### src/rtl/riscv_li_expander_if.sv
`default_nettype none
`timescale 1ns/1ps
// ============================================================================
// Module      : riscv_li_expander_if
// Description : Handshake bundle for the load-immediate expander. Carries the
//               request channel (constant and destination register in) and
//               the instruction channel (encoded RV64I words out).
//   Request channel  : req_valid, req_ready, req_imm, req_rd
//   Instr channel    : instr_valid, instr_ready, instr, instr_last
//   master modport   : the requester / instruction consumer side
//   slave modport    : the expander side
// Revision    : 1.0 - initial release
// ============================================================================
interface riscv_li_expander_if #(
    parameter int IBUS_DATA_WIDTH = 32,
    parameter int DBUS_DATA_WIDTH = 64
);
    logic                       req_valid;
    logic                       req_ready;
    logic [DBUS_DATA_WIDTH-1:0] req_imm;
    logic [4:0]                 req_rd;

    logic                       instr_valid;
    logic                       instr_ready;
    logic [IBUS_DATA_WIDTH-1:0] instr;
    logic                       instr_last;

    modport master (
        output req_valid, req_imm, req_rd, instr_ready,
        input  req_ready, instr_valid, instr, instr_last
    );

    modport slave (
        input  req_valid, req_imm, req_rd, instr_ready,
        output req_ready, instr_valid, instr, instr_last
    );
endinterface
`default_nettype wire

### src/rtl/riscv_li_expander.sv
`default_nettype none
`timescale 1ns/1ps
// ============================================================================
// Module      : riscv_li_expander
// Description : Expands a 64-bit "load immediate" request into the shortest
//               of three fixed RV64I sequences (1, 2 or 8 words) and streams
//               the words out one per handshake.
//   clk   : rising-edge clock for all state
//   rst   : synchronous active-high reset
//   bus   : riscv_li_expander_if.slave
//           req_valid/req_ready/req_imm/req_rd     - request channel
//           instr_valid/instr_ready/instr/instr_last - instruction channel
// Revision    : 1.0 - initial release
// ============================================================================
module riscv_li_expander #(
    parameter int IBUS_DATA_WIDTH = 32,
    parameter int DBUS_DATA_WIDTH = 64
) (
    input  wire logic          clk,
    input  wire logic          rst,
    riscv_li_expander_if.slave bus
);

    // Only the RV64I configuration is meaningful.
    if (IBUS_DATA_WIDTH != 32 || DBUS_DATA_WIDTH != 64) begin : g_bad_width
        $error("riscv_li_expander supports IBUS_DATA_WIDTH=32, DBUS_DATA_WIDTH=64 only");
    end

    localparam logic [0:0] c_st_idle = 1'b0;
    localparam logic [0:0] c_st_emit = 1'b1;

    localparam logic [6:0] c_op_lui   = 7'b0110111;
    localparam logic [6:0] c_op_imm   = 7'b0010011;
    localparam logic [6:0] c_op_immw  = 7'b0011011;
    localparam logic [2:0] c_f3_add   = 3'b000;
    localparam logic [2:0] c_f3_sll   = 3'b001;
    localparam logic [31:0] c_nop     = 32'h0000_0013;

    // The length register holds (sequence length - 1) so that 8 fits in
    // three bits; it is also directly the index of the final step.
    localparam logic [2:0] c_last_len1 = 3'd0;
    localparam logic [2:0] c_last_len2 = 3'd1;
    localparam logic [2:0] c_last_len8 = 3'd7;

    // ------------------------------------------------------------------
    // Instruction builders
    // ------------------------------------------------------------------
    function automatic logic [31:0] f_addi(input logic [4:0] rd, input logic [4:0] rs1,
                                           input logic [11:0] imm12);
        return {imm12, rs1, c_f3_add, rd, c_op_imm};
    endfunction

    function automatic logic [31:0] f_slli(input logic [4:0] rd, input logic [5:0] shamt);
        return {6'b000000, shamt, rd, c_f3_sll, rd, c_op_imm};
    endfunction

    // LUI/ADDIW pair for a 32-bit value. The +0x800 rounding compensates
    // for ADDIW sign-extending its 12-bit immediate; the sum wraps at 32
    // bits so 0x7FFFFFFF yields hi=0x80000, lo=0xFFF.
    function automatic logic [31:0] f_pair(input logic [4:0] rd, input logic [31:0] u,
                                           input logic sel_addiw);
        logic [31:0] v_sum;
        v_sum = u + 32'h0000_0800;
        if (sel_addiw) begin
            return {u[11:0], rd, c_f3_add, rd, c_op_immw};
        end
        return {v_sum[31:12], rd, c_op_lui};
    endfunction

    // Word at position 'step' of the sequence selected by 'last_idx'.
    function automatic logic [31:0] f_encode(input logic [63:0] imm, input logic [4:0] rd,
                                             input logic [2:0] last_idx, input logic [2:0] step);
        logic [31:0] v_word;
        v_word = c_nop;
        if (last_idx == c_last_len1) begin
            if (rd != 5'd0) begin
                v_word = f_addi(rd, 5'd0, imm[11:0]);
            end
        end else if (last_idx == c_last_len2) begin
            v_word = f_pair(rd, imm[31:0], step[0]);
        end else begin
            case (step)
                3'd0:    v_word = f_pair(rd, imm[63:32], 1'b0);
                3'd1:    v_word = f_pair(rd, imm[63:32], 1'b1);
                3'd2:    v_word = f_slli(rd, 6'd11);
                3'd3:    v_word = f_addi(rd, rd, {1'b0, imm[31:21]});
                3'd4:    v_word = f_slli(rd, 6'd11);
                3'd5:    v_word = f_addi(rd, rd, {1'b0, imm[20:10]});
                3'd6:    v_word = f_slli(rd, 6'd10);
                default: v_word = f_addi(rd, rd, {2'b00, imm[9:0]});
            endcase
        end
        return v_word;
    endfunction

    // ------------------------------------------------------------------
    // State
    // ------------------------------------------------------------------
    logic [0:0]  r_state;
    logic [2:0]  r_step;
    logic [2:0]  r_len;
    logic [63:0] r_imm;
    logic [4:0]  r_rd;
    logic [31:0] r_instr;
    logic        r_last;

    logic [0:0]  w_state_nxt;
    logic [2:0]  w_step_nxt;
    logic [2:0]  w_len_nxt;
    logic [63:0] w_imm_nxt;
    logic [4:0]  w_rd_nxt;
    logic [31:0] w_instr_nxt;
    logic        w_last_nxt;

    logic        w_req_ready;
    logic        w_instr_valid;
    logic        w_fits12;
    logic        w_fits32;
    logic [2:0]  w_req_len;
    logic [2:0]  w_step_inc;

    // A value sign-extends from N bits when bits [63:N-1] are all equal.
    assign w_fits12 = (&bus.req_imm[63:11]) | ~(|bus.req_imm[63:11]);
    assign w_fits32 = (&bus.req_imm[63:31]) | ~(|bus.req_imm[63:31]);

    // rd==0 always collapses to a single NOP regardless of the constant.
    assign w_req_len = ((bus.req_rd == 5'd0) || w_fits12) ? c_last_len1 :
                       w_fits32                            ? c_last_len2 :
                                                             c_last_len8;

    assign w_step_inc = r_step + 3'd1;

    always_comb begin
        w_state_nxt   = r_state;
        w_step_nxt    = r_step;
        w_len_nxt     = r_len;
        w_imm_nxt     = r_imm;
        w_rd_nxt      = r_rd;
        w_instr_nxt   = r_instr;
        w_last_nxt    = r_last;
        w_req_ready   = 1'b0;
        w_instr_valid = 1'b0;

        case (r_state)
            c_st_idle: begin
                w_req_ready = 1'b1;
                if (bus.req_valid) begin
                    w_state_nxt = c_st_emit;
                    w_step_nxt  = 3'd0;
                    w_len_nxt   = w_req_len;
                    w_imm_nxt   = bus.req_imm;
                    w_rd_nxt    = bus.req_rd;
                    w_instr_nxt = f_encode(bus.req_imm, bus.req_rd, w_req_len, 3'd0);
                    w_last_nxt  = (w_req_len == c_last_len1);
                end
            end

            c_st_emit: begin
                w_instr_valid = 1'b1;
                if (bus.instr_ready) begin
                    if (r_step == r_len) begin
                        w_state_nxt = c_st_idle;
                        w_step_nxt  = 3'd0;
                        w_instr_nxt = 32'h0000_0000;
                        w_last_nxt  = 1'b0;
                    end else begin
                        w_step_nxt  = w_step_inc;
                        w_instr_nxt = f_encode(r_imm, r_rd, r_len, w_step_inc);
                        w_last_nxt  = (w_step_inc == r_len);
                    end
                end
            end

            default: begin
                w_state_nxt = c_st_idle;
                w_step_nxt  = 3'd0;
                w_instr_nxt = 32'h0000_0000;
                w_last_nxt  = 1'b0;
            end
        endcase
    end

    always_ff @(posedge clk) begin
        if (rst) begin
            r_state <= c_st_idle;
            r_step  <= 3'd0;
            r_len   <= 3'd0;
            r_imm   <= 64'd0;
            r_rd    <= 5'd0;
            r_instr <= 32'h0000_0000;
            r_last  <= 1'b0;
        end else begin
            r_state <= w_state_nxt;
            r_step  <= w_step_nxt;
            r_len   <= w_len_nxt;
            r_imm   <= w_imm_nxt;
            r_rd    <= w_rd_nxt;
            r_instr <= w_instr_nxt;
            r_last  <= w_last_nxt;
        end
    end

    assign bus.req_ready   = w_req_ready;
    assign bus.instr_valid = w_instr_valid;
    assign bus.instr       = r_instr;
    assign bus.instr_last  = r_last;

endmodule
`default_nettype wire

### src/flat_wrapper.sv
// flat-port wrapper written by rule: the top's interface ports become plain ports
module riscv_li_expander_flat 
#(
    parameter int IBUS_DATA_WIDTH = 32,
    parameter int DBUS_DATA_WIDTH = 64
)
  (clk, rst, bus_req_valid, bus_req_imm, bus_req_rd, bus_instr_ready, bus_req_ready, bus_instr_valid, bus_instr, bus_instr_last);
  riscv_li_expander_if #(.IBUS_DATA_WIDTH(IBUS_DATA_WIDTH), .DBUS_DATA_WIDTH(DBUS_DATA_WIDTH)) bus_i ();
  input  wire logic clk;
  input  wire logic rst;
  input wire logic [$bits(bus_i.req_valid)-1:0] bus_req_valid;
  input wire logic [$bits(bus_i.req_imm)-1:0] bus_req_imm;
  input wire logic [$bits(bus_i.req_rd)-1:0] bus_req_rd;
  input wire logic [$bits(bus_i.instr_ready)-1:0] bus_instr_ready;
  output wire logic [$bits(bus_i.req_ready)-1:0] bus_req_ready;
  output wire logic [$bits(bus_i.instr_valid)-1:0] bus_instr_valid;
  output wire logic [$bits(bus_i.instr)-1:0] bus_instr;
  output wire logic [$bits(bus_i.instr_last)-1:0] bus_instr_last;
  assign bus_i.req_valid = bus_req_valid;
  assign bus_i.req_imm = bus_req_imm;
  assign bus_i.req_rd = bus_req_rd;
  assign bus_i.instr_ready = bus_instr_ready;
  assign bus_req_ready = bus_i.req_ready;
  assign bus_instr_valid = bus_i.instr_valid;
  assign bus_instr = bus_i.instr;
  assign bus_instr_last = bus_i.instr_last;
  riscv_li_expander #(.IBUS_DATA_WIDTH(IBUS_DATA_WIDTH), .DBUS_DATA_WIDTH(DBUS_DATA_WIDTH)) u_core (.clk(clk), .rst(rst), .bus(bus_i));
endmodule
### config.mk
export PLATFORM = sky130hd
export DESIGN_NAME = riscv_li_expander_flat
export DESIGN_NICKNAME = d
export VERILOG_FILES = /design/src/rtl/riscv_li_expander_if.sv /design/src/rtl/riscv_li_expander.sv /design/src/flat_wrapper.sv
export SDC_FILE = /design/constraint.sdc
export NUM_CORES = 1
export LEC_CHECK = 0
export BUFFER_PORTS_ARGS = -buffer_cell sky130_fd_sc_hd__buf_2
export CAP_MARGIN = 20
export CORE_MARGIN = 2
export CORE_UTILIZATION = 50
export CTS_CLUSTER_SIZE = 30
export DETAILED_ROUTE_END_ITERATION = 7
export MAX_ROUTING_LAYER = met4
export PLACE_DENSITY = 0.72
export SLEW_MARGIN = 40
export SYNTH_ARGS = -nofsm -noshare
export SYNTH_HDL_FRONTEND = slang
export SYNTH_SLANG_ARGS = --single-unit
### constraint.sdc
create_clock -name clk -period 4.5 [get_ports clk]
set_input_delay 0.225 -clock clk [delete_from_list [all_inputs] [get_ports clk]]
set_output_delay 0.225 -clock clk [all_outputs]
set_load 0.005 [all_outputs]
# Word level (Yosys, flattened, before mapping)
# Cells that the tools add are included.
[totals]
inputBits = 73
n_memories = 0
latch_bits = 0
elab_cells = 85
regBits = 109
ramBits = 0
rom_bits = 0
[classes]
n_div = 0
muxes = 42
bitwise_logic = 5
n_eq_ne = 12
shift = 0
order_cmp = 0
n_reduce_logical = 14
n_addsub = 5
mul = 0
[ops]
columns = ["op", "n"]
rows = [
  ["32-bit 2-to-1 mux", 12],
  ["32-bit one-hot mux with 6 select lines", 1],
  ["32-bit by 12-bit adder with 32-bit output, second input constant", 4],
  ["32-bit one-hot mux with 2 select lines", 1],
  ["53-bit AND reduction", 1],
  ["53-bit OR reduction", 1],
  ["33-bit AND reduction", 1],
  ["33-bit OR reduction", 1],
  ["1-bit 2-to-1 mux", 20],
  ["3-bit 2-to-1 mux", 5],
  ["5-bit nonzero test", 2],
  ["3-bit by 1-bit equality test with 1-bit output, second input constant", 3],
  ["3-bit equality test, second input constant", 3],
  ["3-bit zero test", 3],
  ["3-bit by 2-bit equality test with 1-bit output, second input constant", 2],
  ["3-bit equality test", 2],
  ["3-bit one-hot mux with 2 select lines", 1],
  ["5-bit zero test", 1],
  ["2-bit inequality test, second input constant", 2],
  ["1-bit one-hot mux with 2 select lines", 2],
  ["2-bit AND reduction", 2],
  ["3-bit by 1-bit adder with 3-bit output, second input constant", 1],
  ["1-bit NOT", 3],
  ["1-bit OR", 2],
  ["2 further kinds", 2],
]

# Longest topological paths before layout
[depth]
word_depth = 15
ltp_mapped = 18
ltp_nobuf = 15

# Worst setup path after synthesis
# No wires, ideal clock.
[synth_timing]
path_kind = "input port to flip-flop"
from = "input port bus_req_imm[14]"
to = "register u_core.r_instr[29] (netlist: u_core.bus.instr[29])"
setup_ns = 0.134
cell_stages = 18
path_slack_ns = 0.766
path_buffers = 3
arrival_time_ns = 3.600
required_ns = 4.366
cell_sequence = "buf_4 > and4_4 > nor3b_4 > nand4_2 > or3_1 > buf_6 > nand3_4 > buf_2 > mux2_2 > ha_1 > nand4_1 > nor2_1 > and3_1 > nand3_1 > xnor2_1 > mux2i_1 > nor4_1 > or4_1"
[synth_between]
elab_chain_cells = 10
elab_cells_between_ends = 13
[synth_rtl]
columns = ["element", "line", "rtl"]
rows = [
  ["start: declaration", "flat_wrapper.sv:12", "input wire logic [$bits(bus_i.req_imm)-1:0] bus_req_imm;"],
  ["parallel branches: the longest is 7 deep, another holds 32-bit by 12-bit adder with 32-bit output", "-", ""],
  ["32-bit 2-to-1 mux *", "riscv_li_expander.sv:75", "if (last_idx == c_last_len1) begin"],
  ["32-bit 2-to-1 mux *", "riscv_li_expander.sv:147", "if (bus.req_valid) begin"],
  ["32-bit one-hot mux with 2 select lines *", "riscv_li_expander.sv:144", "case (r_state)"],
  ["end signal: assignment", "riscv_li_expander.sv:198", "r_instr <= w_instr_nxt;"],
  ["end: declaration", "riscv_li_expander.sv:104", "logic [31:0] r_instr;"],
]
# Every way passes the cells marked *. The select of a mux whose other input is x is not followed.
# A chain may end at the register's enable or synchronous reset.

# Worst setup path after layout
[layout_timing]
from = "input port bus_req_imm[42]"
to = "register u_core.r_instr[29] (netlist: u_core.bus.instr[29])"
[layout_between]
elab_chain_cells = 10
elab_cells_between_ends = 18
[layout_rtl]
columns = ["element", "line"]
rows = [
  ["parallel branches: the longest is 7 deep, another holds 32-bit by 12-bit adder with 32-bit output", "-"],
  ["32-bit 2-to-1 mux *", "riscv_li_expander.sv:75"],
  ["32-bit 2-to-1 mux *", "riscv_li_expander.sv:147"],
  ["32-bit one-hot mux with 2 select lines *", "riscv_li_expander.sv:144"],
]
# Marks and branches as above.

==> summary by stage <==
Status
The flow ran to the end, and the final reports show no timing, DRC or antenna violations.

Floorplan
The die footprint is approximately 15000 sq um. Measured along the y axis, the die boundary spans approximately 120 microns. The initial utilization of the core area, before any placement, comes to 0.516. The number of top-level pins is 108.

The initialized floorplan defines 42 standard-cell rows. The floorplan step set the die width to approximately 120 microns. The total area inside the core boundary comes to 13300 sq um.

Logic synthesis
In this run, synthesis produced a sequential element count of about 100. The multiplexer share of the synthesized area is 0.0285. Ranked by total cell area, the synthesized netlist is headed by dfxtp_1, nand2_1, a21oi_1.

The number of enable flip-flop cells after synthesis is 0. The synthesized area per cell is 7.05 sq um. The portion of the post-synthesis area used by sequential elements is 0.302.

The fraction of the mapped netlist area in compound gates was 0.208. The combinational family with the most area after synthesis is simple AND/OR/NAND/NOR gates. The number of distinct standard cells referenced by the synthesized netlist is 62.

The net count after synthesis is 1058. For this run, asynchronously set or reset flops after synthesis account for 0. The mapped netlist covers 6880 sq um.

The post-synthesis instance total is just under 1000. The cell type with the largest total area after synthesis is dfxtp_1. The main flop type after synthesis is dfxtp_1. The number of warnings printed during yosys synthesis is 0.

The area fraction of the dominant cell type after synthesis is 0.302. The xor/xnor cell area share of the yosys netlist is 0.0903. The area share of and/or/nand/nor cells after synthesis is 0.308. Of the total synthesized cell area, the portion taken by full adders, half adders and majority gates is 0.0145.

Cells and area
The filler cell count in the final layout is 1360. The ratio of cells with drive above 1 in the final layout is 0.160. In the final design database the tool counted about 1100 nets.

The number of antenna diodes in the final layout is 0. Compared with the post-synthesis result, the final layout area differs by 13.6%.

Worst setup path
The number of buffer and inverter stages on the critical path is 2. The delay of the slowest cell on the worst path is 0.53 ns. The arrival time reported for the critical path endpoint is 4.00 ns. The worst setup path is of the in -> reg kind. The endpoint required time on the critical path is 4.74 ns. The kind of start point of the critical path is an input pin. Along the worst path, the maximum fanout reaches 6. The critical-path cell with the highest stage delay is or4_1. The critical path goes through buf_2 -> nor4_1 -> buf_4 -> nand4_1 -> or3_1 -> o31a_1 -> nand3_4 -> mux2_2 -> ha_1 -> nand4_1 -> nor2_1 -> and3_1 -> nand3_1 -> xnor2_1 -> mux2i_1 -> nor4_1 -> or4_1. The critical path endpoint category is a flop. On the critical path the largest part of the delay comes from simple AND/OR/NAND/NOR gates.

Place
The HPWL after detailed placement is 18.6 mm. The number of buffers inserted by port buffering is around 110. The last weighted congestion value of the routability-driven placer is 1.07.

Clocking
The latest clock arrival within the worst-skew pair is 0.36 ns. The depth of the CTS H-tree is 3. The clock drives 104 sinks. Hold repair after CTS inserted 0 buffers.

After clock tree synthesis, the clock-pin slew on the worst setup and hold paths is 0.08 ns. The maximum count of clock buffers along a single path is 2. The CTS buffer count is 9.

The clock tree from TritonCTS is yes. The tree is rooted in a clkbuf_16. Once the clock tree was built, the resizer swapped 0 gates to a different size. The number of buffers inserted by post-CTS setup repair is 0.

Detailed routing
For this block, the initial DRC count from the detailed router was 787. The vias per cell is 6.15. The total number of vias is 7565.

After detailed routing, the average wire length per cell comes to 20.2 microns. Summed over all layers, the routed wires come to 24.8 mm. The first detailed-routing pass ran for 7 iterations. Once detail routing completed, the nets flagged for antenna violations numbered 0. After detailed routing, the number of remaining DRC violations is 0.

Timing
In the finished design, the share of the clock period the worst path needs comes to 0.834. Setup violations remaining at the end of the flow were counted as 0. The achievable clock frequency is roughly 270 MHz. Setup repair after global routing left no endpoint under its margin. The number of hold-slack violations in the final timing report is 0. The clock arrives with 0.0130 ns of skew. The total count of max-transition violations in the final report is 0. The clock period could shrink to 3.76 ns. The final total negative setup slack is 0 ns.

The actual transition at the worst max-transition pin is just over 0.8 ns. The tightest slew margin relative to the limit is 0.463.

Pwr
The reported leakage power is 3.03 nW. For this design the total switching power over the nets is 783 uW. The internal portion of total power is between 1.5 and 2 mW. The maximum vdd ir drop is 0.246 mV. After layout, the design draws a total of 2.35 mW. The sequential share of power is 0.457. The relative contribution of the clock network to total power is 0.332. The share of total power dissipated in combinational logic is 0.211. Dividing total power by cell area gives a power density of 301 nW/um^2.

The switching share of power is 0.332.

Global routing
Across every metal layer, demand over resource in global routing totals 0.351. The initial antenna violation count is 0. Global routing finished with a remaining overflow of 0.

The pin count of the biggest net entering global routing is 81. The number of global-route vias before repair is 6782. The first global-routing pass estimated 38.5 mm of wire.

Flow run
The tool flagged a number of max-cap violations equal to 0.

Hold path
In this run the worst hold path is classified as in -> reg.
==> synth_stat cells, types with 5 or more instances <==
cell      count
mux2_2       13
inv_1        15
a211oi_1     12
and4_1        6
o211ai_1      8
nor4_1       18
nand3_1      43
a222oi_1      5
xor2_1       36
nand4_1      20
and3_1       18
a21oi_1     120
ha_1          8
buf_4         6
a221oi_1     10
buf_1         7
a311oi_1      7
xnor2_1      35
mux2i_1       5
nor3_1       22
buf_2         6
nor2_1       95
dfxtp_1     104
clkbuf_1     44
nand2_1     214
o21ai_0      35
==> routing by layer <==
layer | GRT usage | part of all wire
met5 | - | 0
met1 | 0.485 | 0.44
met4 | 0.130 | 0.035
met3 | 0.0559 | 0.082
met2 | 0.520 | 0.44
==> registers in the layout, indices dropped and copies added (netlist names) <==
name	cells
u_core.bus.instr	28
u_core.bus.instr_last	1
u_core.r_imm	64
u_core.r_len	2
u_core.r_rd	5
u_core.r_state	1
u_core.r_step	3
==> power groups by stage <==
stage | sequential [mW] | clock (mW) | combinational, mW
after CTS | 1.07 | 0.791 | 0.488
after detailed placement | 1.09 | 0 | 0.485
final | 1.08 | 0.782 | 0.498
after global placement | 1.09 | 0 | 0.480
after global routing | 1.08 | 0.824 | 0.546
after floorplan | 1.06 | 0 | 0.298
==> kinds of logic after synthesis <==
family / after synthesis
AND/OR/NAND/NOR: 464
AO/OA/AOI/OAI: 232
flip-flops: 104
buffers and inverters: 79
XOR/XNOR: 71
multiplexers: 18
adder cells (fa/ha/maj): 8
other: 1
==> path summary, 6_finish.rpt <==
kind                                       start                    to  slack, ns  cells past startpoint
worst max-delay path             bus_req_imm[42]  u_core.bus.instr[29]       0.74                     17
worst min-delay path              bus_req_imm[4]       u_core.r_imm[4]       0.11                      3
worst max register to register  u_core.r_step[0]  u_core.bus.instr[22]       1.15                     10
worst min register to register  u_core.r_imm[41]      u_core.r_imm[41]       0.46                      2
==> final cells by class <==
cell class	instances	area, sq um	share of cell area
sequential	104	2080	0.266
clock buffer	10	239	0.0305
timing repair buffer	126	696	0.0889
tap	176	220	0.0281
clock inverter	6	50.0	0.00640
multi-input combinational	794	4480	0.573
inverter	15	56.3	0.00720
==> cell usage in the layout, fill, tap and decap left out, drive strengths merged, types with 21 or more instances in the layout <==
cell type | Yosys | final
nand2 | 214 | 214
buf | 20 | 126
a21oi | 120 | 120
dfxtp | 104 | 104
nor2 | 95 | 95
nand3 | 44 | 44
xor2 | 36 | 36
o21ai | 36 | 36
xnor2 | 35 | 35
nor3 | 24 | 24
nand4 | 21 | 21
==> worst min-delay path: cells and delay by family <==
kind                   cells  cell delay [ns]
AOI/OAI and AO/OA          1             0.05
buffers and inverters      1             0.11
and+or+nand+nor            1             0.05
==> stage by stage <==
stage	cells	setup WS, ns	area [sq um]	util	hold WS, ns
global placement	1214	0.501	7510	0.563	0.442
finish	1231	0.745	7820	0.586	0.112
CTS	1230	0.781	7800	0.585	0.110
detailed placement	1214	0.406	7510	0.563	0.449
global route	1231	0.506	7820	0.586	0.123
floorplan	977	0.766	6880	-	0.361
Note: power is estimated with default switching activity, not from simulation.
